===== config.mk =====
export PLATFORM = sky130hd
export DESIGN_NAME = vid_mem_arbiter_flat
export DESIGN_NICKNAME = d
export VERILOG_FILES = /design/src/rtl/vid_mem_arbiter_if.sv /design/src/rtl/vid_mem_arbiter.sv /design/src/flat_wrapper.sv
export SDC_FILE = /design/constraint.sdc
export NUM_CORES = 1
export LEC_CHECK = 0
export ABC_CLOCK_PERIOD_IN_PS = 5340
export BUFFER_PORTS_ARGS = -buffer_cell sky130_fd_sc_hd__buf_2
export CAP_MARGIN = 30
export CORE_MARGIN = 5
export CORE_UTILIZATION = 50
export CTS_CLUSTER_DIAMETER = 80
export CTS_CLUSTER_SIZE = 20
export DETAILED_ROUTE_END_ITERATION = 6
export GPL_TIMING_DRIVEN = 0
export PLACE_DENSITY = 0.85
export SYNTH_ARGS = -nofsm -noshare
export SYNTH_HDL_FRONTEND = slang
export SYNTH_SLANG_ARGS = --single-unit

===== constraint.sdc =====
create_clock -name clk -period 5.34 [get_ports clk]
set_input_delay 0.267 -clock clk [delete_from_list [all_inputs] [get_ports clk]]
set_output_delay 0.267 -clock clk [all_outputs]
set_load 0.1 [all_outputs]

===== src/rtl/vid_mem_arbiter_if.sv =====
// External memory port shared by CPU and video refresh.
// The arbiter drives the command side (master); the memory answers (slave).
interface vid_mem_arbiter_if #(
  parameter int ADR_W = 18
);
  logic             req;
  logic             we;
  logic [ADR_W-1:0] adr;
  logic [31:0]      wdata;
  logic [3:0]       be;
  logic             ack;
  logic [31:0]      rdata;

  modport master (output req, we, adr, wdata, be, input ack, rdata);
  modport slave  (input req, we, adr, wdata, be, output ack, rdata);
endinterface


===== src/rtl/vid_mem_arbiter.sv =====
// Arbitrates the single memory port between video word fetches (priority)
// and CPU accesses, with a guaranteed CPU slot between back-to-back fetches.
//
// state | meaning
// IDLE  | no memory cycle; grant evaluated here every cycle
// VRD   | video word read in progress
// CRD   | CPU read in progress
// CWR   | CPU write in progress
module vid_mem_arbiter #(
  parameter int                ADR_W    = 18,
  parameter logic [ADR_W-16:0] VID_PAGE = 3'b111,
  parameter int                TIMEOUT  = 64
) (
  input  logic              clk,
  input  logic              rst,
  input  logic              vid_req,
  input  logic [14:0]       vid_adr,
  output logic [31:0]       vid_data,
  output logic              vid_valid,
  output logic              vid_overrun,
  input  logic              cpu_rd,
  input  logic              cpu_wr,
  input  logic [ADR_W-1:0]  cpu_adr,
  input  logic [31:0]       cpu_wdata,
  input  logic [3:0]        cpu_be,
  output logic [31:0]       cpu_rdata,
  output logic              cpu_ack,
  output logic              cpu_stall,
  vid_mem_arbiter_if.master mem,
  output logic              mem_timeout
);

  typedef enum logic [1:0] {IDLE, VRD, CRD, CWR} state_t;
  localparam int CNT_W = $clog2(TIMEOUT + 1);

  state_t           state_q, state_d;
  logic             req_q, we_q;
  logic [ADR_W-1:0] adr_q;
  logic [31:0]      wdata_q;
  logic [3:0]       be_q;
  logic             vid_pend_q, last_vid_q;
  logic [14:0]      vadr_q;
  logic [CNT_W-1:0] tmo_cnt_q;
  logic [31:0]      vid_data_q;
  logic             vid_valid_q, overrun_q, timeout_q;

  logic             cpu_wait, vid_win, abort, ack_ok, done, cpu_cyc;
  logic [14:0]      vid_sel;

  always_comb begin
    cpu_wait = cpu_rd | cpu_wr;
    // last_vid forces one CPU slot between consecutive video fetches
    vid_win  = (vid_pend_q | vid_req) & ~(last_vid_q & cpu_wait);
    vid_sel  = vid_req ? vid_adr : vadr_q;
    abort    = req_q & (tmo_cnt_q == CNT_W'(TIMEOUT - 1));
    ack_ok   = req_q & mem.ack & ~abort;
    done     = ack_ok | abort;
    cpu_cyc  = (state_q == CRD) | (state_q == CWR);
    state_d  = state_q;
    case (state_q)
      IDLE: begin
        if (vid_win)     state_d = VRD;
        else if (cpu_rd) state_d = CRD;
        else if (cpu_wr) state_d = CWR;
      end
      default: if (done) state_d = IDLE;
    endcase
    cpu_ack   = cpu_cyc & done;
    cpu_rdata = (state_q == CRD && ack_ok) ? mem.rdata : 32'h0;
    cpu_stall = cpu_wait & ~cpu_ack;
  end

  always_ff @(posedge clk) begin
    if (rst) state_q <= IDLE;
    else     state_q <= state_d;
  end

  always_ff @(posedge clk) begin
    if (rst) begin
      req_q       <= 1'b0;
      we_q        <= 1'b0;
      adr_q       <= '0;
      wdata_q     <= '0;
      be_q        <= '0;
      vid_pend_q  <= 1'b0;
      last_vid_q  <= 1'b0;
      vadr_q      <= '0;
      tmo_cnt_q   <= '0;
      vid_data_q  <= '0;
      vid_valid_q <= 1'b0;
      overrun_q   <= 1'b0;
      timeout_q   <= 1'b0;
    end else begin
      req_q <= (state_q != IDLE) & ~done;
      if (!req_q)
        tmo_cnt_q <= '0;
      else if (tmo_cnt_q != CNT_W'(TIMEOUT))
        tmo_cnt_q <= tmo_cnt_q + CNT_W'(1);
      if (state_q == IDLE) begin
        if (vid_win) begin
          we_q    <= 1'b0;
          adr_q   <= {VID_PAGE, vid_sel};
          wdata_q <= '0;
          be_q    <= 4'hF;
        end else if (cpu_wait) begin
          we_q    <= cpu_wr;
          adr_q   <= cpu_adr;
          wdata_q <= cpu_wdata;
          be_q    <= cpu_be;
        end
      end
      if (vid_req) vadr_q <= vid_adr;
      if (state_q == IDLE && vid_win) vid_pend_q <= 1'b0;
      else if (vid_req)               vid_pend_q <= 1'b1;
      if (vid_req && (vid_pend_q || state_q == VRD)) overrun_q <= 1'b1;
      if (done) last_vid_q <= (state_q == VRD);
      vid_valid_q <= (state_q == VRD) & ack_ok;
      if (state_q == VRD && ack_ok) vid_data_q <= mem.rdata;
      if (abort) timeout_q <= 1'b1;
    end
  end

  assign mem.req     = req_q;
  assign mem.we      = we_q;
  assign mem.adr     = adr_q;
  assign mem.wdata   = wdata_q;
  assign mem.be      = be_q;
  assign vid_data    = vid_data_q;
  assign vid_valid   = vid_valid_q;
  assign vid_overrun = overrun_q;
  assign mem_timeout = timeout_q;

endmodule


===== src/flat_wrapper.sv =====
// flat-port wrapper written by rule: the top's interface ports become plain ports
module vid_mem_arbiter_flat 
#(
  parameter int                ADR_W    = 18,
  parameter logic [ADR_W-16:0] VID_PAGE = 3'b111,
  parameter int                TIMEOUT  = 64
)
  (clk, rst, vid_req, vid_adr, vid_data, vid_valid, vid_overrun, cpu_rd, cpu_wr, cpu_adr, cpu_wdata, cpu_be, cpu_rdata, cpu_ack, cpu_stall, mem_timeout, mem_req, mem_we, mem_adr, mem_wdata, mem_be, mem_ack, mem_rdata);
  vid_mem_arbiter_if #(.ADR_W(ADR_W)) mem_i ();
  input  logic clk;
  input  logic rst;
  input  logic vid_req;
  input  logic [14:0] vid_adr;
  output logic [31:0] vid_data;
  output logic vid_valid;
  output logic vid_overrun;
  input  logic cpu_rd;
  input  logic cpu_wr;
  input  logic [ADR_W-1:0] cpu_adr;
  input  logic [31:0] cpu_wdata;
  input  logic [3:0] cpu_be;
  output logic [31:0] cpu_rdata;
  output logic cpu_ack;
  output logic cpu_stall;
  output logic mem_timeout;
  output wire logic [$bits(mem_i.req)-1:0] mem_req;
  output wire logic [$bits(mem_i.we)-1:0] mem_we;
  output wire logic [$bits(mem_i.adr)-1:0] mem_adr;
  output wire logic [$bits(mem_i.wdata)-1:0] mem_wdata;
  output wire logic [$bits(mem_i.be)-1:0] mem_be;
  input wire logic [$bits(mem_i.ack)-1:0] mem_ack;
  input wire logic [$bits(mem_i.rdata)-1:0] mem_rdata;
  assign mem_req = mem_i.req;
  assign mem_we = mem_i.we;
  assign mem_adr = mem_i.adr;
  assign mem_wdata = mem_i.wdata;
  assign mem_be = mem_i.be;
  assign mem_i.ack = mem_ack;
  assign mem_i.rdata = mem_rdata;
  vid_mem_arbiter #(.ADR_W(ADR_W), .VID_PAGE(VID_PAGE), .TIMEOUT(TIMEOUT)) u_core (.clk(clk), .rst(rst), .vid_req(vid_req), .vid_adr(vid_adr), .vid_data(vid_data), .vid_valid(vid_valid), .vid_overrun(vid_overrun), .cpu_rd(cpu_rd), .cpu_wr(cpu_wr), .cpu_adr(cpu_adr), .cpu_wdata(cpu_wdata), .cpu_be(cpu_be), .cpu_rdata(cpu_rdata), .cpu_ack(cpu_ack), .cpu_stall(cpu_stall), .mem(mem_i), .mem_timeout(mem_timeout));
endmodule

==> out/metrics.yaml, run 1 <==
setup_path:
  crit_fanout: 10
  endpoint_kind: "primary output"
  critPathKind: "reg2out"
  crit_buf_inv: 2
  cp_data_arrival_time_ns: 2.90
  critPathMaxStageDelay_ns: 0.53
  startpoint_type: "register"
  critPathSlowestCell: "a31oi_1"
  crit_family: "buffers and inverters"
  cp.required_ns: 5.07
  crit_chain: "ha_1 -> and4_1 -> a31oi_1 -> clkbuf_1 -> and2_1 -> buf_2"
synth:
  postSynthAreaPerCell_um2: 9.32
  synthFlopType: "dfxtp_1"
  synth_cells: 520
  ys_warn_count: 0
  ys_seq_area_frac: 0.483
  async_flop_share: 0
  synth_area_mm2: 0.00484
  yosys.cell_types.count: 44
  synth_nets: 629
  synth_seq_cells: 117
  synth_edf_count: 0
detailed_routing:
  wl_per_cell_um: 17.3
  vias_per_cell: 5.23
  ant_nets: 0
  num_vias: 5119
  drt_wl_total_mm: 16.9
  drc_errors: 0
  drt_iter0_drc: 233
  dr.pass1.iters: 5
die:
  die_area_mm2: 0.0118
  die_h_um: 108
  die_w_um: 108
  core.rowCount: 36
  ios: 232
  core_area_mm2: 0.00959
  start_util: 0.505
power:
  clkPwrFrac: 0.352
  p_leak_nw: 3.52
  netSwitchingFraction: 0.399
  p_comb_frac: 0.330
  vdd_drop_max_v: 0.000199
  p_int_mw: 1.92
  seq_power_share: 0.318
  power_density_mw_per_mm2: 434
  switchingPower_mw: 1.28
clock_tree:
  cts_tree: "yes"
  clock_latency_ns: 0.52
  cts_buffers: 17
  clk_path_buf_depth: 2
  clkTransAtPathRegs_ns: 0.06
  cts_max_level: 4
  cts_sinks: 117
  ctsResizeCount: 0
  root_buffer: "clkbuf_8"
status:
  run_status: "complete, no violations"
run:
  maxCapViolCount: 0
sta:
  drv_slew: 0
  relSlewSlack: 0.519
  fin_tns_setup_ns: 0
  min_period_ns: 3.17
  setup_violations: 0
  worstMarginPinSlew_ns: 0.717
  skew_ns: 0.00948
  fin_crit_sh: 0.594
  final_hold_viol_count: 0
  rsz0062_at_grt: "no"
  max_freq_mhz: 315
layout:
  final_cell_mix: "buf_2 (236), dfxtp_1 (117), nor2_1 (106)"
  syn_to_final_growth_pct: 52.5
  design_area_mm2: 0.00739
  nNetsFinal: 942
  drive_above_1_share: 0.339
  mostFrequentLayoutCell: "buf_2"
  diodes: 0
global_routing:
  gr-total-overflow: 0
  grt_pass1_vias: 5311
  grt_pass1_wl_mm: 26.4
  grtUsageTotal: 0.289
  grt_max_degree: 17
  antenna_found_initial: 0
min_path:
  min_path_type: "in2reg"
place:
  dp_hpwl_mm: 10.9
  io_buffers: 231
  routabilityCongestion: 0.952
  place_area_mm2: 0.00617
[power by group through the flow]
| stage | logic [mW] | clock network [mW] | registers [mW] |
|---|---|---|---|
| finish | 1.06 | 1.13 | 1.02 |
| global route | 1.10 | 1.18 | 1.03 |
| CTS | 1.05 | 1.14 | 1.02 |
| detailed placement | 1.01 | 0 | 1.03 |
| global placement | 0.996 | 0 | 1.03 |
| floorplan | 0.284 | 0 | 1.56 |
[cell families after synthesis]
group           Yosys count  share of synthesized area
simple gates            197                      0.197
flops                   117                      0.483
compound gates           93                      0.143
buf+inv                  56                     0.0597
mux                      49                      0.101
xor+xnor                  6                     0.0108
fa+ha+maj                 2                    0.00516
[routing by layer]
layer | share of wire | wire length (um) | global-route usage
met5 | 0 | 0 | 0
met2 | 0.50 | 8410 | 0.503
met1 | 0.38 | 6390 | 0.311
met4 | 0.035 | 588 | 0.142
met3 | 0.091 | 1550 | 0.0973
[cells in the mapped netlist, types with 4 or more instances]
master,instances,area (um^2)
dfxtp_1,117,2340
nor2_1,106,398
mux2i_1,49,490
and2_1,33,206
a22o_1,32,280
inv_1,19,71.3
nand2_1,19,71.3
clkbuf_1,18,67.6
o21ai_0,17,85.1
a31oi_1,16,100
nand3b_1,15,113
o31ai_1,15,113
nor3_1,8,40.0
buf_2,5,25.0
buf_4,5,37.5
buf_6,5,56.3
xnor2_1,4,35.0
[final timing paths]
check | cells after the start | to | slack (ns) | from
min reg2reg | 2 | u_core.mem.adr[3] | 0.45 | u_core.mem.adr[3]
max reg2reg | 6 | u_core.vid_data[25] | 3.24 | u_core.tmo_cnt_q[0]
max | 6 | cpu_rdata[1] | 2.17 | u_core.tmo_cnt_q[0]
min | 3 | u_core.vadr_q[10] | 0.008 | vid_adr[10]
[layout make-up]
type | instances | area (um^2)
buffer | 37 | 218
fill | 654 | 2210
timing repair buffer | 294 | 1790
multi-input combinational | 347 | 2210
clock buffer | 19 | 432
inverter | 19 | 71.3
clock inverter | 13 | 158
tap | 133 | 166
sequential | 117 | 2340
[through the flow]
step / worst slack (ns) / cells / power [mW] / hold slack (ns) / util
finish: 2.17 / 979 / 3.20 / 0.00759 / 0.770
global route: 2.03 / 979 / 3.31 / 0.0133 / 0.770
CTS: 2.13 / 979 / 3.20 / 0.00114 / 0.770
detailed placement: 2.68 / 884 / 2.04 / 0.440 / 0.643
global placement: 2.78 / 884 / 2.02 / 0.432 / 0.643
floorplan: 1.99 / 520 / 1.85 / 0.392 / -
[sequential cells by signal, summed over array words and instances, names as in the netlist, 2 cells and up]
register          flops
u_core.mem.adr       18
u_core.mem.be         4
u_core.mem.wdata     32
u_core.state_q        2
u_core.tmo_cnt_q      7
u_core.vadr_q        15
u_core.vid_data      32
[what timing repair did]
action | 4_1_cts | 5_1_grt
setup buffers | 0 | 0
hold buffers | 63 | 0
endpoints found under the hold margin | 63 | 0
[worst min-delay path, cell delays in order]
cell	delay, ns
buf_2	0.08
mux2i_1	0.06
nor2_1	0.07
Note: power is estimated with default switching activity, not from simulation.
==> run 2: changes to the inputs <==
--- a/config.mk
+++ b/config.mk
@@ -5,16 +5,17 @@
 export SDC_FILE = /design/constraint.sdc
 export NUM_CORES = 1
 export LEC_CHECK = 0
-export ABC_CLOCK_PERIOD_IN_PS = 5340
+export ABC_AREA = 1
+export ABC_CLOCK_PERIOD_IN_PS = 3150
 export BUFFER_PORTS_ARGS = -buffer_cell sky130_fd_sc_hd__buf_2
 export CAP_MARGIN = 30
 export CORE_MARGIN = 5
-export CORE_UTILIZATION = 50
+export CORE_UTILIZATION = 47
 export CTS_CLUSTER_DIAMETER = 80
 export CTS_CLUSTER_SIZE = 20
 export DETAILED_ROUTE_END_ITERATION = 6
 export GPL_TIMING_DRIVEN = 0
-export PLACE_DENSITY = 0.85
+export PLACE_DENSITY = 0.8
 export SYNTH_ARGS = -nofsm -noshare
 export SYNTH_HDL_FRONTEND = slang
 export SYNTH_SLANG_ARGS = --single-unit
==> constraint.sdc (replaced) <==
create_clock -name clk -period 3.15 [get_ports clk]
set_input_delay 0.1575 -clock clk [delete_from_list [all_inputs] [get_ports clk]]
set_output_delay 0.1575 -clock clk [all_outputs]
set_load 0.1 [all_outputs]
==> run 2 against run 1 <==
Against the previous run:
- synthesized area grew 8.0%
- largest cell class is now non-clock buffers
- count of clock-buffer cells in the layout grew 3
- clock power grew 61%
- global-route usage shrank 1.1 points
==> out/metrics.yaml, run 2 <==
status:
  run_status: "complete, no violations"
layout:
  syn_to_final_growth_pct: 55.8
  final_cell_mix: "buf_2 (245), nand2_1 (190), inv_1 (132)"
  fin_util: 0.748  # -0.0216
  nNetsFinal: 1230  # +31%
  mostFrequentLayoutCell: "buf_2"
  drive_above_1_share: 0.284  # -0.0553
  finalNonFillerCells: 1275  # +30%
synth:
  synth_nets: 879  # +40%
  yosys-top-cells-count: "nand2_1 (190), inv_1 (132), dfxtp_1 (117)"
  synth_edf_count: 0  # unchanged
  ys_seq_area_frac: 0.448  # -0.0357
  yosys.cell_types.count: 27  # -39%
  yosysTopAreaCell: "dfxtp_1"
  synth_seq_cells: 117  # unchanged
  ys_warn_count: 0  # unchanged
  postSynthAreaPerCell_um2: 6.79  # -27%
  synthFlopType: "dfxtp_1"
  yosysMostFrequentCell: "nand2_1"
  async_flop_share: 0  # unchanged
  synth_area_leaders: "dfxtp_1 (45%), nand2_1 (14%), inv_1 (9.5%), nor2_1 (8.3%), nand3_1 (6.5%)"
  synth_cells: 770  # +48%
  synthDominantCellAreaShare: 0.448  # -0.0357
  synth_area_mm2: 0.00523  # +8.0%
power:
  seq_power_share: 0.291  # -0.027
  netSwitchingFraction: 0.452  # +0.0521
  p_comb_frac: 0.412  # +0.082
  p_int_mw: 3.37  # +75%
  power_mw: 6.14  # +92%
  clkPwrFrac: 0.296  # -0.056
  power_density_mw_per_mm2: 753  # +74%
  switchingPower_mw: 2.77  # +120%
  vdd_drop_max_v: 0.000584  # +190%
  p_leak_nw: 4.48  # +27%
sta:
  drv_slew: 0  # unchanged
  setup_violations: 0  # unchanged
  final_hold_viol_count: 0  # unchanged
  fin_crit_sh: 0.831
  worstMarginPinSlew_ns: 0.580  # -0.137 ns
  setup_ws_ns: 0.533  # -1.64 ns
  min_period_ns: 2.62
  whs_ns: 0.0232  # +0.0156 ns
  relSlewSlack: 0.613  # +0.0942
  max_freq_mhz: 382
  rsz0062_at_grt: "no"
  skew_ns: 0.0102  # +0.000705 ns
global_routing:
  grt_pass1_vias: 6008  # +13%
  antenna_found_initial: 0  # unchanged
  gr-total-overflow: 0  # unchanged
  grt_pass1_wl_mm: 29.1  # +10%
  grtUsageTotal: 0.278  # -0.0109
  grt_max_degree: 17  # unchanged
clock_tree:
  cts_max_level: 4  # unchanged
  clock_latency_ns: 0.52  # about the same
  cts_tree: "yes"
  cts_sinks: 117  # unchanged
  cts_buffers: 17  # unchanged
  ctsResizeCount: 0  # unchanged
  post_cts_buffers: 0  # unchanged
  clkTransAtPathRegs_ns: 0.05  # about the same
  root_buffer: "clkbuf_8"
  clk_path_buf_depth: 2  # unchanged
run:
  maxCapViolCount: 0  # unchanged
place:
  routabilityCongestion: 0.829  # -13%
  dp_hpwl_mm: 11.9  # +9.5%
  post-place-ws_ns: 1.08  # -1.60 ns
  place_inst: 1139  # +29%
  io_buffers: 229  # -0.87%
setup_path:
  reg2reg_to: "u_core.vid_data[19]"
  endpoint_kind: "primary output"
  regToRegSetupSlack_ns: 1.55  # -1.69 ns
  cp_data_arrival_time_ns: 2.46  # -0.44 ns
  timing.rr.start: "u_core.tmo_cnt_q[0]"
  startpoint_type: "register"
  critPathLaunch: "u_core.tmo_cnt_q[0]"
  reg2reg_depth: 10  # +4
  cp.required_ns: 2.99  # -2.08 ns
  critPathKind: "reg2out"
  crit_fanout: 10  # unchanged
min_path:
  hp-start: "cpu_adr[4]"
  hold_end: "u_core.mem.adr[4]"
  hold_depth: 5  # +2
  min_path_type: "in2reg"
die:
  ios: 232  # unchanged
  die_w_um: 116  # +6.5%
  start_util: 0.480  # -0.0245
  core.rowCount: 38  # +5.6%
  core_area_mm2: 0.0109  # +13%
  die_h_um: 116  # +6.5%
  die_area_mm2: 0.0133  # +13%
detailed_routing:
  drt_wl_total_mm: 18.8  # +11%
  dr.pass1.iters: 5  # unchanged
  vias_per_cell: 4.79  # -8.4%
  drc_errors: 0  # unchanged
  wl_per_cell_um: 14.7  # -15%
  ant_nets: 0  # unchanged
  num_vias: 6106  # +19%
  drt_iter0_drc: 449  # +93%
run 2: cell types whose count changed after synthesis, sizes merged, moves of 16 or more:
| cell | delta |
|---|---|
| a21oi | +48 |
| a22o | -32 |
| a31oi | -17 |
| and2 | -34 |
| inv | +117 |
| mux2i | -49 |
| nand2 | +175 |
| nand3 | +68 |
| nor2 | +32 |
| o31ai | -16 |
run 2: critical path, stage by stage, from the launching register on:
cell and delay (ns):
dfxtp_1 0.34, ha_1 0.25, nand2_2 0.10, nor2_4 0.05, nand3_2 0.08, nand4_1 0.21, buf_2 0.28, nor2_1 0.18
buf_2 0.47
run 2: through the flow:
step	setup TNS [ns]	area, um^2
floorplan	-0.489	5240
global placement	0	6560
detailed placement	0	6560
CTS	0	8150
global route	0	8150
finish	0	8150
run 2: layout make-up:
cell class              instances  area [um^2]
flip-flops and latches        117         2340
fillers                       813         2740
plain buffers                  41          278
clock inverters                10          105
diodes                          1         2.50
inverters                     136          510
repair buffers                332         2180
well taps                     140          175
clock buffers                  22          453
multi-input cells             476         2100
run 2: how the worst max path moves through the flow:
| stage | end | cells past startpoint |
|---|---|---|
| 2_1_floorplan | cpu_stall | 3 |
| 3_3_place_gp | cpu_rdata[16] | 8 |
| 3_5_place_dp | cpu_rdata[16] | 8 |
| 4_1_cts | cpu_rdata[16] | 8 |
| 5_1_grt | cpu_rdata[24] | 8 |
| 6_report | cpu_rdata[16] | 8 |
run 2: power by group through the flow:
stage	clock network, mW	registers [mW]	logic [mW]
final	1.82	1.79	2.53
after global routing	1.92	1.81	2.67
after floorplan	0	2.99	0.743
after detailed placement	0	1.81	2.40
after CTS	1.84	1.78	2.50
after global placement	0	1.80	2.38
run 2: cells by family (layout without fill, tap and decap cells):
kind of cell    count (synthesis)  after routing  synth area share
fa+ha+maj                       2              2           0.00478
simple gates                  407            407             0.328
buf+inv                       177            541             0.151
other cells                     0              1                 0
flops                         117            117             0.448
compound gates                 64             64            0.0639
xor+xnor                        3              3           0.00502
run 2: metal layers:
metal  GRT usage  vias up  share of wire
met5           0        -              0
met4       0.115        0          0.028
met3       0.102       47           0.11
met2       0.493      331           0.49
met1       0.298     2720           0.37
li1            -     3008              -
run 2: repair_timing:
action | CTS | global route
endpoints found under the setup margin | 0 | 0
hold endpoints to repair | 101 | 0
hold buffers | 103 | 0
==> run 3: changes to the inputs <==
--- a/config.mk
+++ b/config.mk
@@ -6,16 +6,16 @@
 export NUM_CORES = 1
 export LEC_CHECK = 0
 export ABC_AREA = 1
-export ABC_CLOCK_PERIOD_IN_PS = 3150
+export ABC_CLOCK_PERIOD_IN_PS = 2380
 export BUFFER_PORTS_ARGS = -buffer_cell sky130_fd_sc_hd__buf_2
 export CAP_MARGIN = 30
 export CORE_MARGIN = 5
-export CORE_UTILIZATION = 47
+export CORE_UTILIZATION = 43
 export CTS_CLUSTER_DIAMETER = 80
 export CTS_CLUSTER_SIZE = 20
 export DETAILED_ROUTE_END_ITERATION = 6
 export GPL_TIMING_DRIVEN = 0
-export PLACE_DENSITY = 0.8
+export PLACE_DENSITY = 0.77
 export SYNTH_ARGS = -nofsm -noshare
 export SYNTH_HDL_FRONTEND = slang
 export SYNTH_SLANG_ARGS = --single-unit
==> constraint.sdc (replaced) <==
create_clock -name clk -period 2.38 [get_ports clk]
set_input_delay 0.119 -clock clk [delete_from_list [all_inputs] [get_ports clk]]
set_output_delay 0.119 -clock clk [all_outputs]
set_load 0.1 [all_outputs]
==> run 3 against run 2 <==
Against the previous run:
- critical endpoint is now cpu_rdata[13]
- sequential cell count did not move
- sequential power rose by 32%
- clock power increased by 32%
==> out/metrics.yaml, run 3 (synthesis gave the netlist of run 2 again) <==
detailed_routing:
  wl_per_cell_um: 14.2  # -3.7%
  drt_wl_total_mm: 17.8  # -5.4%
  ant_nets: 0  # unchanged
  dr.pass1.iters: 5  # unchanged
  drc_errors: 0  # unchanged
  num_vias: 5819  # -4.7%
  vias_per_cell: 4.65  # -2.9%
  drt_iter0_drc: 291  # -35%
power:
  p_leak_nw: 4.36  # -2.6%
  netSwitchingFraction: 0.450  # -0.00122
  vdd_drop_max_v: 0.000844  # +45%
  p_int_mw: 4.45  # +32%
  clkPwrFrac: 0.297  # about the same
  power_density_mw_per_mm2: 987  # +31%
  seq_power_share: 0.291  # about the same
  p_comb_frac: 0.411  # about the same
  switchingPower_mw: 3.64  # +31%
  power_mw: 8.09  # +32%
setup_path:
  cp_data_arrival_time_ns: 2.10  # -0.36 ns
  critPathMaxStageDelay_ns: 0.37  # -0.10 ns
  startpoint_type: "register"
  cp.required_ns: 2.26  # -0.73 ns
  endpoint_kind: "primary output"
  crit_family: "buffers and inverters"
  crit_fanout: 10  # unchanged
  crit_chain: "ha_1 -> nand2_2 -> nor2_4 -> nand3_2 -> nand4_1 -> buf_4 -> buf_6 -> nor2_4 -> buf_4"
  crit_buf_inv: 3  # +1
  critPathKind: "reg2out"
  critPathSlowestCell: "dfxtp_1"
sta:
  final_hold_viol_count: 0  # unchanged
  max_freq_mhz: 451
  skew_ns: 0.0202  # +0.00998 ns
  relSlewSlack: 0.605  # -0.00865
  min_period_ns: 2.22
  fin_crit_sh: 0.932
  fin_tns_setup_ns: 0  # unchanged
  worstMarginPinSlew_ns: 0.593  # +0.0130 ns
  setup_violations: 0  # unchanged
  drv_slew: 0  # unchanged
  rsz0062_at_grt: "no"
die:
  ios: 232  # unchanged
  start_util: 0.437  # -0.0431
  die_h_um: 120  # +4.2%
  core_area_mm2: 0.0120  # +9.9%
  die_area_mm2: 0.0145  # +8.5%
  core.rowCount: 40  # +5.3%
  die_w_um: 120  # +4.2%
layout:
  n_fill_cell: 980  # +21%
  drive_above_1_share: 0.324  # +0.0403
  syn_to_final_growth_pct: 56.8
  nNetsFinal: 1200  # -2.4%
  regArea_mm2: 0.00234  # about the same
  final_cell_mix: "buf_2 (209), nand2_1 (190), inv_1 (132)"
  fin_util: 0.686  # -0.0627
  mostFrequentLayoutCell: "buf_2"
  multiInputGateArea_mm2: 0.00234  # +11%
place:
  routabilityCongestion: 0.827  # -0.33%
  dp_hpwl_mm: 11.9  # about the same
  io_buffers: 229  # unchanged
global_routing:
  grt_pass1_vias: 5797  # -3.5%
  gr-total-overflow: 0  # unchanged
  antenna_found_initial: 0  # unchanged
  grt_pass1_wl_mm: 27.6  # -5.0%
  grtUsageTotal: 0.240  # -0.0381
  grt_max_degree: 17  # unchanged
clock_tree:
  cts_buffers: 17  # unchanged
  cts_sinks: 117  # unchanged
  clock_latency_ns: 0.42  # -0.10 ns
  clkTransAtPathRegs_ns: 0.05  # about the same
  clk_path_buf_depth: 2  # unchanged
  cts_tree: "yes"
  cts_max_level: 4  # unchanged
  root_buffer: "clkbuf_16"
min_path:
  min_path_type: "in2reg"
status:
  run_status: "complete, no violations"
run:
  maxCapViolCount: 0  # unchanged
-- run 3: per-stage QoR --
stage	area, um^2	hold slack, ns	std cells	worst slack [ns]
after global placement	6810	0.307	1146	0.227
after detailed placement	6810	0.312	1146	0.213
final	8200	0.0138	1252	0.162
after floorplan	5480	0.222	770	0.185
after global routing	8200	0.0268	1251	0.0209
after CTS	8170	0.00497	1250	0.0342
-- run 3: area by class of cell --
class,count,area share
clock inverters,8,0.00900
multi-input cells,476,0.286
flip-flops and latches,117,0.286
plain buffers,41,0.0362
well taps,147,0.0224
inverters,136,0.0622
repair buffers,302,0.238
diodes,1,0.000305
clock buffers,24,0.0600
-- run 3: layer usage --
metal / routed length, um / vias up / track usage
li1: - / 2948 / -
met1: 6750 / 2596 / 0.254
met2: 9040 / 251 / 0.443
met3: 1660 / 24 / 0.0809
met4: 313 / 0 / 0.0829
met5: 0 / - / 0
-- run 3: path summary, 6_finish.rpt --
| check | start | end | slack, ns | cells past startpoint |
|---|---|---|---|---|
| max | u_core.tmo_cnt_q[1] | cpu_rdata[13] | 0.16 | 9 |
| min | vid_adr[13] | u_core.vadr_q[13] | 0.01 | 5 |
| max reg2reg | u_core.tmo_cnt_q[1] | u_core.vid_data[22] | 0.82 | 10 |
| min reg2reg | u_core.mem_timeout | u_core.mem_timeout | 0.45 | 2 |
-- run 3: repair_timing --
| item | CTS | global route |
|---|---|---|
| buffers inserted | 1 | 1 |
| hold endpoints to repair | 71 | 0 |
| hold buffers | 71 | 0 |
| endpoints found under the setup margin | 30 | 33 |
| resized for setup | 33 | 6 |
-- run 3: worst min-delay path, cell delays in order --
cell and delay, ns:
buf_2 0.08, inv_1 0.03, nand2_1 0.04, nand2_1 0.06, nor2_1 0.07
-- run 3: power groups by stage --
| stage | Combinational [mW] | Sequential (mW) | Clock [mW] |
|---|---|---|---|
| floorplan | 1.02 | 3.96 | 0 |
| finish | 3.33 | 2.36 | 2.40 |
| detailed placement | 3.21 | 2.39 | 0 |
| global placement | 3.19 | 2.38 | 0 |
| CTS | 3.32 | 2.35 | 2.45 |
| global route | 3.52 | 2.39 | 2.54 |
